`config.mk`:
```
export PLATFORM = sky130hd
export DESIGN_NAME = video_timing
export DESIGN_NICKNAME = d
export VERILOG_FILES = /design/src/rtl/video_timing.sv
export SDC_FILE = /design/constraint.sdc
export NUM_CORES = 1
export LEC_CHECK = 0
export ABC_AREA = 1
export CORE_MARGIN = 5
export CORE_UTILIZATION = 45
export DETAILED_ROUTE_END_ITERATION = 10
export GPL_ROUTABILITY_DRIVEN = 0
export PLACE_DENSITY = 0.78
export SYNTH_ARGS = -nofsm -noshare
export SYNTH_HDL_FRONTEND = slang
export SYNTH_SLANG_ARGS = --single-unit
```
`constraint.sdc`:
```
create_clock -name clk -period 1.8 [get_ports clk]
set_clock_uncertainty 0.2 [all_clocks]
set_input_delay 0.36 -clock clk [delete_from_list [all_inputs] [get_ports clk]]
set_output_delay 0.36 -clock clk [all_outputs]
set_load 0.005 [all_outputs]
```
`src/rtl/video_timing.sv`:
```
// -----------------------------------------------------------------------------
// video_timing
//
// Raster timing generator and VGA pixel output stage, clocked by the dot clock.
// A horizontal/vertical counter pair walks the raster. The current beam
// coordinate is published to the pixel source, and the source's colour comes
// back PIXEL_LATENCY cycles later. Blanking and sync decodes are delayed by the
// same amount, so one final register stage emits colour and syncs aligned.
//
// Ports:
//   clk          dot clock; all state changes on the rising edge
//   reset        synchronous, active-high; clears counters and the whole pipeline
//   x, y         current horizontal / vertical counter values
//   active       current coordinate lies inside the visible area
//   line_start   high while x==0
//   frame_start  high while x==0 and y==0
//   r_in/g_in/b_in  colour for the coordinate issued PIXEL_LATENCY cycles earlier
//   r, g, b      registered colour, forced to zero outside the visible area
//   hsync, vsync registered syncs; active-low when SYNC_NEG=1
// -----------------------------------------------------------------------------
module video_timing #(
  parameter int H_ACTIVE      = 640,
  parameter int H_FP          = 16,
  parameter int H_SYNC        = 96,
  parameter int H_BP          = 48,
  parameter int V_ACTIVE      = 480,
  parameter int V_FP          = 10,
  parameter int V_SYNC        = 2,
  parameter int V_BP          = 33,
  parameter int SYNC_NEG      = 1,
  parameter int PIXEL_LATENCY = 1,
  parameter int COORD_WIDTH   = 10
) (
  input  logic                   clk,
  input  logic                   reset,
  output logic [COORD_WIDTH-1:0] x,
  output logic [COORD_WIDTH-1:0] y,
  output logic                   active,
  output logic                   line_start,
  output logic                   frame_start,
  input  logic [3:0]             r_in,
  input  logic [3:0]             g_in,
  input  logic [3:0]             b_in,
  output logic [3:0]             r,
  output logic [3:0]             g,
  output logic [3:0]             b,
  output logic                   hsync,
  output logic                   vsync
);

  localparam int H_TOTAL = H_ACTIVE + H_FP + H_SYNC + H_BP;
  localparam int V_TOTAL = V_ACTIVE + V_FP + V_SYNC + V_BP;

  localparam int HS_START = H_ACTIVE + H_FP;
  localparam int HS_END   = H_ACTIVE + H_FP + H_SYNC;
  localparam int VS_START = V_ACTIVE + V_FP;
  localparam int VS_END   = V_ACTIVE + V_FP + V_SYNC;

  localparam logic [COORD_WIDTH-1:0] H_LAST    = COORD_WIDTH'(H_TOTAL - 1);
  localparam logic [COORD_WIDTH-1:0] V_LAST    = COORD_WIDTH'(V_TOTAL - 1);
  localparam logic [COORD_WIDTH-1:0] COORD_ONE = COORD_WIDTH'(1);
  localparam logic                   SYNC_OFF  = 1'(SYNC_NEG);

  // ---------------------------------------------------------------------------
  // Raster counters
  // ---------------------------------------------------------------------------
  logic [COORD_WIDTH-1:0] h_q, h_d;
  logic [COORD_WIDTH-1:0] v_q, v_d;

  always_comb begin
    h_d = h_q + COORD_ONE;
    v_d = v_q;
    if (h_q == H_LAST) begin
      h_d = '0;
      v_d = (v_q == V_LAST) ? '0 : v_q + COORD_ONE;
    end
  end

  always_ff @(posedge clk) begin
    if (reset) begin
      h_q <= '0;
      v_q <= '0;
    end else begin
      h_q <= h_d;
      v_q <= v_d;
    end
  end

  assign x = h_q;
  assign y = v_q;

  // ---------------------------------------------------------------------------
  // Combinational decodes of the current coordinate
  // ---------------------------------------------------------------------------
  int  h_int, v_int;
  logic hs_raw, vs_raw;

  assign h_int       = int'(h_q);
  assign v_int       = int'(v_q);
  assign active      = (h_int < H_ACTIVE) && (v_int < V_ACTIVE);
  assign line_start  = (h_q == '0);
  assign frame_start = (h_q == '0) && (v_q == '0);
  assign hs_raw      = (h_int >= HS_START) && (h_int < HS_END);
  // Depends on v only, so it can only change together with v at the line wrap.
  assign vs_raw      = (v_int >= VS_START) && (v_int < VS_END);

  // ---------------------------------------------------------------------------
  // Alignment pipeline: {active, hs, vs} delayed to match the pixel source
  // ---------------------------------------------------------------------------
  logic [2:0] stage_in;
  logic [2:0] delayed;

  assign stage_in = {active, hs_raw, vs_raw};

  if (PIXEL_LATENCY == 0) begin : g_direct
    assign delayed = stage_in;
  end else begin : g_pipe
    logic [2:0] pipe_q [PIXEL_LATENCY];

    always_ff @(posedge clk) begin
      if (reset) begin
        for (int i = 0; i < PIXEL_LATENCY; i++) begin
          pipe_q[i] <= '0;
        end
      end else begin
        pipe_q[0] <= stage_in;
        for (int i = 1; i < PIXEL_LATENCY; i++) begin
          pipe_q[i] <= pipe_q[i-1];
        end
      end
    end

    assign delayed = pipe_q[PIXEL_LATENCY-1];
  end

  logic delayed_active, hs_dly, vs_dly;
  assign delayed_active = delayed[2];
  assign hs_dly         = delayed[1];
  assign vs_dly         = delayed[0];

  // ---------------------------------------------------------------------------
  // Output register: colour masked by the delayed active bit, syncs polarised.
  // The pixel source is never trusted to blank on its own.
  // ---------------------------------------------------------------------------
  logic [3:0] r_q, g_q, b_q, r_d, g_d, b_d;
  logic       hsync_q, vsync_q, hsync_d, vsync_d;

  always_comb begin
    r_d     = delayed_active ? r_in : 4'd0;
    g_d     = delayed_active ? g_in : 4'd0;
    b_d     = delayed_active ? b_in : 4'd0;
    hsync_d = hs_dly ^ SYNC_OFF;
    vsync_d = vs_dly ^ SYNC_OFF;
  end

  always_ff @(posedge clk) begin
    if (reset) begin
      r_q     <= '0;
      g_q     <= '0;
      b_q     <= '0;
      hsync_q <= SYNC_OFF;
      vsync_q <= SYNC_OFF;
    end else begin
      r_q     <= r_d;
      g_q     <= g_d;
      b_q     <= b_d;
      hsync_q <= hsync_d;
      vsync_q <= vsync_d;
    end
  end

  assign r     = r_q;
  assign g     = g_q;
  assign b     = b_q;
  assign hsync = hsync_q;
  assign vsync = vsync_q;

endmodule
```
==> impl_metrics.prom, run 1 <==
# TYPE chip_impl_metric gauge
chip_impl_info{name="run_status",value="complete, but fails checks"} 1
chip_impl_info{name="failed_checks",value="setup timing"} 1
chip_impl_metric{name="critPathArrivalTime",unit="ps"} 1400
chip_impl_metric{name="critical_path.max_fanout",unit=""} 2
chip_impl_info{name="end_kind",value="output port"} 1
chip_impl_metric{name="r2r_slack",unit="ps"} 40
chip_impl_metric{name="hold_slack",unit="ps"} 192
chip_impl_metric{name="ys_ff_latch",unit=""} 37
chip_impl_info{name="holdPathEnd",value="vsync"} 1
chip_impl_metric{name="power.combinational.fraction",unit="%"} 9.9
chip_impl_metric{name="ctsLongestPathBuffers",unit=""} 2
chip_impl_metric{name="achievable-frequency",unit="MHz"} 510
chip_impl_metric{name="stdcell_count",unit=""} 368
chip_impl_info{name="timing.rr.start",value="x[0]"} 1
chip_impl_metric{name="cts_htree_levels",unit=""} 2
chip_impl_info{name="cp_cell_sequence",value="inv_2 > ha_4 > nand4_1 > nor4_2 > buf_2"} 1
chip_impl_info{name="topRoutingLayerUsed",value="met4"} 1
chip_impl_metric{name="ant_nets",unit=""} 0
chip_impl_metric{name="cellLeakagePower",unit="nW"} 1.28
chip_impl_metric{name="route.detailed.drc",unit=""} 0
chip_impl_metric{name="die-area",unit="mm^2"} 0.00486
chip_impl_metric{name="numCtsBuffers",unit=""} 5
chip_impl_metric{name="synth.avg_cell_area",unit="um^2"} 7.22
chip_impl_info{name="cts-root-buf",value="sky130_fd_sc_hd__clkbuf_4"} 1
chip_impl_metric{name="grt_pass1_vias",unit=""} 1616
chip_impl_metric{name="p_int",unit="mW"} 1.06
chip_impl_metric{name="placement_rows",unit=""} 21
chip_impl_metric{name="transition_time_at_the_pin_with_the_least_slew_margin",unit="ps"} 369
chip_impl_metric{name="yosysWarnings",unit=""} 0
chip_impl_metric{name="routed_wirelength",unit="um"} 4380
chip_impl_metric{name="switching_share",unit="%"} 24.5
chip_impl_metric{name="min_path_cells",unit=""} 1
chip_impl_metric{name="syn-instance-count",unit=""} 222
chip_impl_metric{name="dp_cells",unit=""} 349
chip_impl_metric{name="cts-hold-fix-buffers",unit=""} 0
chip_impl_metric{name="power.sequential.fraction",unit="%"} 59.8
chip_impl_metric{name="gr-total-overflow",unit=""} 0
chip_impl_metric{name="cp.required",unit="ps"} 1240
chip_impl_metric{name="dieHeight",unit="um"} 69.7
chip_impl_metric{name="synth_sequential_area_ratio",unit="%"} 46.2
chip_impl_metric{name="grt_pass1_wl",unit="um"} 6930
chip_impl_metric{name="syn_area",unit="mm^2"} 0.00160
chip_impl_info{name="min_path_type",value="reg -> reg"} 1
chip_impl_info{name="grt_setup_unrepaired",value="true"} 1
chip_impl_metric{name="synth_cell_types",unit=""} 23
chip_impl_metric{name="buffer_ports.inserted",unit=""} 50
chip_impl_metric{name="final_clock_period_utilization_by_the_worst_path",unit="%"} 109
chip_impl_metric{name="hpwl",unit="um"} 3110
chip_impl_metric{name="mappedNetlistNets",unit=""} 240
chip_impl_info{name="critPathKind",value="reg -> out"} 1
chip_impl_metric{name="drive_above_1_share",unit="%"} 33.2
chip_impl_metric{name="routedLengthMet1",unit="um"} 1720
chip_impl_metric{name="antenna-diode-count",unit=""} 0
chip_impl_metric{name="critical-path-max-stage-delay",unit="ps"} 350
chip_impl_metric{name="routed-via-count",unit=""} 1732
chip_impl_metric{name="worst_slew_margin_rel",unit="%"} 75.3
chip_impl_metric{name="power.clock.fraction",unit="%"} 30.3
chip_impl_metric{name="die-width",unit="um"} 69.7
chip_impl_metric{name="grt_max_degree",unit=""} 14
chip_impl_info{name="cts_tree",value="yes"} 1
chip_impl_metric{name="final_setup_viols",unit=""} 3
chip_impl_metric{name="viasPerCell",unit=""} 4.71
chip_impl_metric{name="initial_core_util",unit="%"} 47.3
chip_impl_metric{name="detailedRoute.firstIterationViolations",unit=""} 99
chip_impl_metric{name="cellPowerDensity",unit="mW/mm^2"} 538
chip_impl_info{name="reg2reg_to",value="y[6]"} 1
chip_impl_metric{name="worst_case_setup_margin_in_the_final_layout",unit="ps"} -161
chip_impl_metric{name="initial_antenna_violation_count",unit=""} 0
chip_impl_metric{name="peakVddDrop",unit="V"} 0.000496
chip_impl_metric{name="wire_per_inst",unit="um"} 11.9
chip_impl_metric{name="drv_slew",unit=""} 0
chip_impl_metric{name="core",unit="mm^2"} 0.00339
chip_impl_metric{name="pin_count",unit=""} 51
chip_impl_metric{name="clock_pin_transition_on_the_worst_setup_and_hold_timing_paths",unit="ps"} 120
chip_impl_metric{name="clk-insertion-delay-late",unit="ps"} 340
chip_impl_info{name="critPathSlowestCell",value="sky130_fd_sc_hd__dfxtp_2"} 1
chip_impl_metric{name="switching_power",unit="mW"} 0.345
chip_impl_metric{name="sum_of_negative_setup_slack",unit="ps"} -225
chip_impl_info{name="critical_path.startpoint_type",value="flop"} 1
chip_impl_metric{name="worstRegToRegCells",unit=""} 10
chip_impl_metric{name="detail_route.first_pass.iterations",unit=""} 4
chip_impl_metric{name="max_cap_viol_count",unit=""} 0
chip_impl_metric{name="cts_num_sinks",unit=""} 37
chip_impl_metric{name="routed-wl-met2",unit="um"} 2310
chip_impl_metric{name="finalHoldViolations",unit=""} 0
chip_impl_metric{name="area_growth_syn_to_layout",unit="%"} 63.2
chip_impl_metric{name="routed_length_on_met3",unit="um"} 274
chip_impl_metric{name="grt_util_all_layers",unit="%"} 17.6
chip_impl_metric{name="post_layout_net_count",unit=""} 339
chip_impl_info{name="startpoint_of_the_lowest_slack_hold_path",value="g_pipe.pipe_q[0][0]"} 1
chip_impl_metric{name="final_period_minus_worst_setup_slack",unit="ps"} 1960
==> worst max-delay path, delay by kind of cell (launching register included) <==
kind	cells	cell delay, ps
adder cells (fa/ha/maj)	1	120
buffers and inverters	2	210
AND/OR/NAND/NOR	2	390
flip-flops	1	350
==> sequential cells by signal, indices dropped and copies added, names as in the netlist <==
register and cells:
hsync 1, g_pipe.pipe_q 3, g 4, r 4, x 10, b 4
y 10, vsync 1
==> stage by stage <==
stage	total power, mW	instance area (um^2)	utilization (%)	worst slack [ps]
CTS	1.40	2510	74.0	-229
global placement	0.998	2390	70.6	-286
floorplan	0.904	1600	-	212
finish	1.41	2620	77.2	-161
global route	1.47	2620	77.2	-260
detailed placement	1.00	2390	70.6	-314
==> per-layer routing <==
layer,track usage (%),up-vias
met4,3.83,0
met2,32.6,62
met1,19.4,783
met5,0,-
met3,5.65,9
li1,-,878
==> cell usage after synthesis (all sizes together) <==
| cell | count | share of area, % |
|---|---|---|
| clkbuf | 1 | 0.23 |
| nand4 | 4 | 1.6 |
| nand2 | 52 | 13 |
| a211oi | 1 | 0.47 |
| o21bai | 1 | 0.47 |
| nor4 | 3 | 1.2 |
| inv | 38 | 8.9 |
| a21oi | 5 | 1.6 |
| nor3b | 1 | 0.78 |
| ha | 4 | 3.1 |
| nor3 | 2 | 0.94 |
| xor2 | 5 | 2.7 |
| o21a | 1 | 0.47 |
| nor2 | 49 | 12 |
| buf | 1 | 0.70 |
| nand3 | 13 | 4.1 |
| o21ai | 4 | 1.2 |
| dfxtp | 37 | 46 |
==> layout by cell type (no fill, tap or decap), types with 10 or more instances in the layout <==
cell                              count
sky130_fd_sc_hd__dfxtp_2             19
sky130_fd_sc_hd__buf_4               38
sky130_fd_sc_hd__nand2_1             47
sky130_fd_sc_hd__nor2_1              44
sky130_fd_sc_hd__inv_2               10
sky130_fd_sc_hd__inv_1               27
sky130_fd_sc_hd__dlygate4sd2_1       19
sky130_fd_sc_hd__nand3_1             12
sky130_fd_sc_hd__clkdlybuf4s50_1     26
sky130_fd_sc_hd__dfxtp_1             17
==> timing repair <==
item                       CTS  global route
setup buffers                6             7
pin swaps                    5             9
setup endpoints to repair   24            15
resized for setup           60            23
==> logic make-up after synthesis <==
| logic type | count (synthesis) | synth area share [%] |
|---|---|---|
| xor+xnor | 5 | 2.73 |
| flops | 37 | 46.2 |
| fa+ha+maj | 4 | 3.12 |
| simple gates | 124 | 33.9 |
| buf+inv | 40 | 9.84 |
| compound gates | 12 | 4.22 |
==> worst max-delay path by stage <==
| stage | start | to | cells after the start |
|---|---|---|---|
| 3_5_place_dp | y[0] | frame_start | 7 |
| 4_1_cts | y[1] | frame_start | 7 |
| 2_1_floorplan | y[0] | frame_start | 6 |
| 3_3_place_gp | y[0] | frame_start | 7 |
| 5_1_grt | x[1] | frame_start | 5 |
| 6_report | x[1] | frame_start | 5 |
==> final cells by class <==
type	instances	area [um^2]
clock buffers	5	37.5
clock inverters	3	17.5
fillers	255	773
inverters	38	145
multi-input cells	145	777
flip-flops and latches	37	768
well taps	46	57.6
repair buffers	94	813
==> power by group through the flow <==
stage | sequential, mW | combinational, mW | clock [mW]
6_report | 0.841 | 0.139 | 0.427
5_1_grt | 0.844 | 0.152 | 0.475
4_1_cts | 0.841 | 0.133 | 0.431
3_5_place_dp | 0.860 | 0.141 | 0
3_3_place_gp | 0.859 | 0.139 | 0
2_1_floorplan | 0.865 | 0.0386 | 0
Note: power is estimated with default switching activity, not from simulation.
==> inputs of run 2 (changes only) <==
--- a/config.mk
+++ b/config.mk
@@ -11,6 +11,7 @@
 export DETAILED_ROUTE_END_ITERATION = 10
 export GPL_ROUTABILITY_DRIVEN = 0
 export PLACE_DENSITY = 0.78
+export SLEW_MARGIN = 20
 export SYNTH_ARGS = -nofsm -noshare
 export SYNTH_HDL_FRONTEND = slang
 export SYNTH_SLANG_ARGS = --single-unit
==> results of run 2 <==
No change in the layout: final DEF, timing and power equal those of run 1.
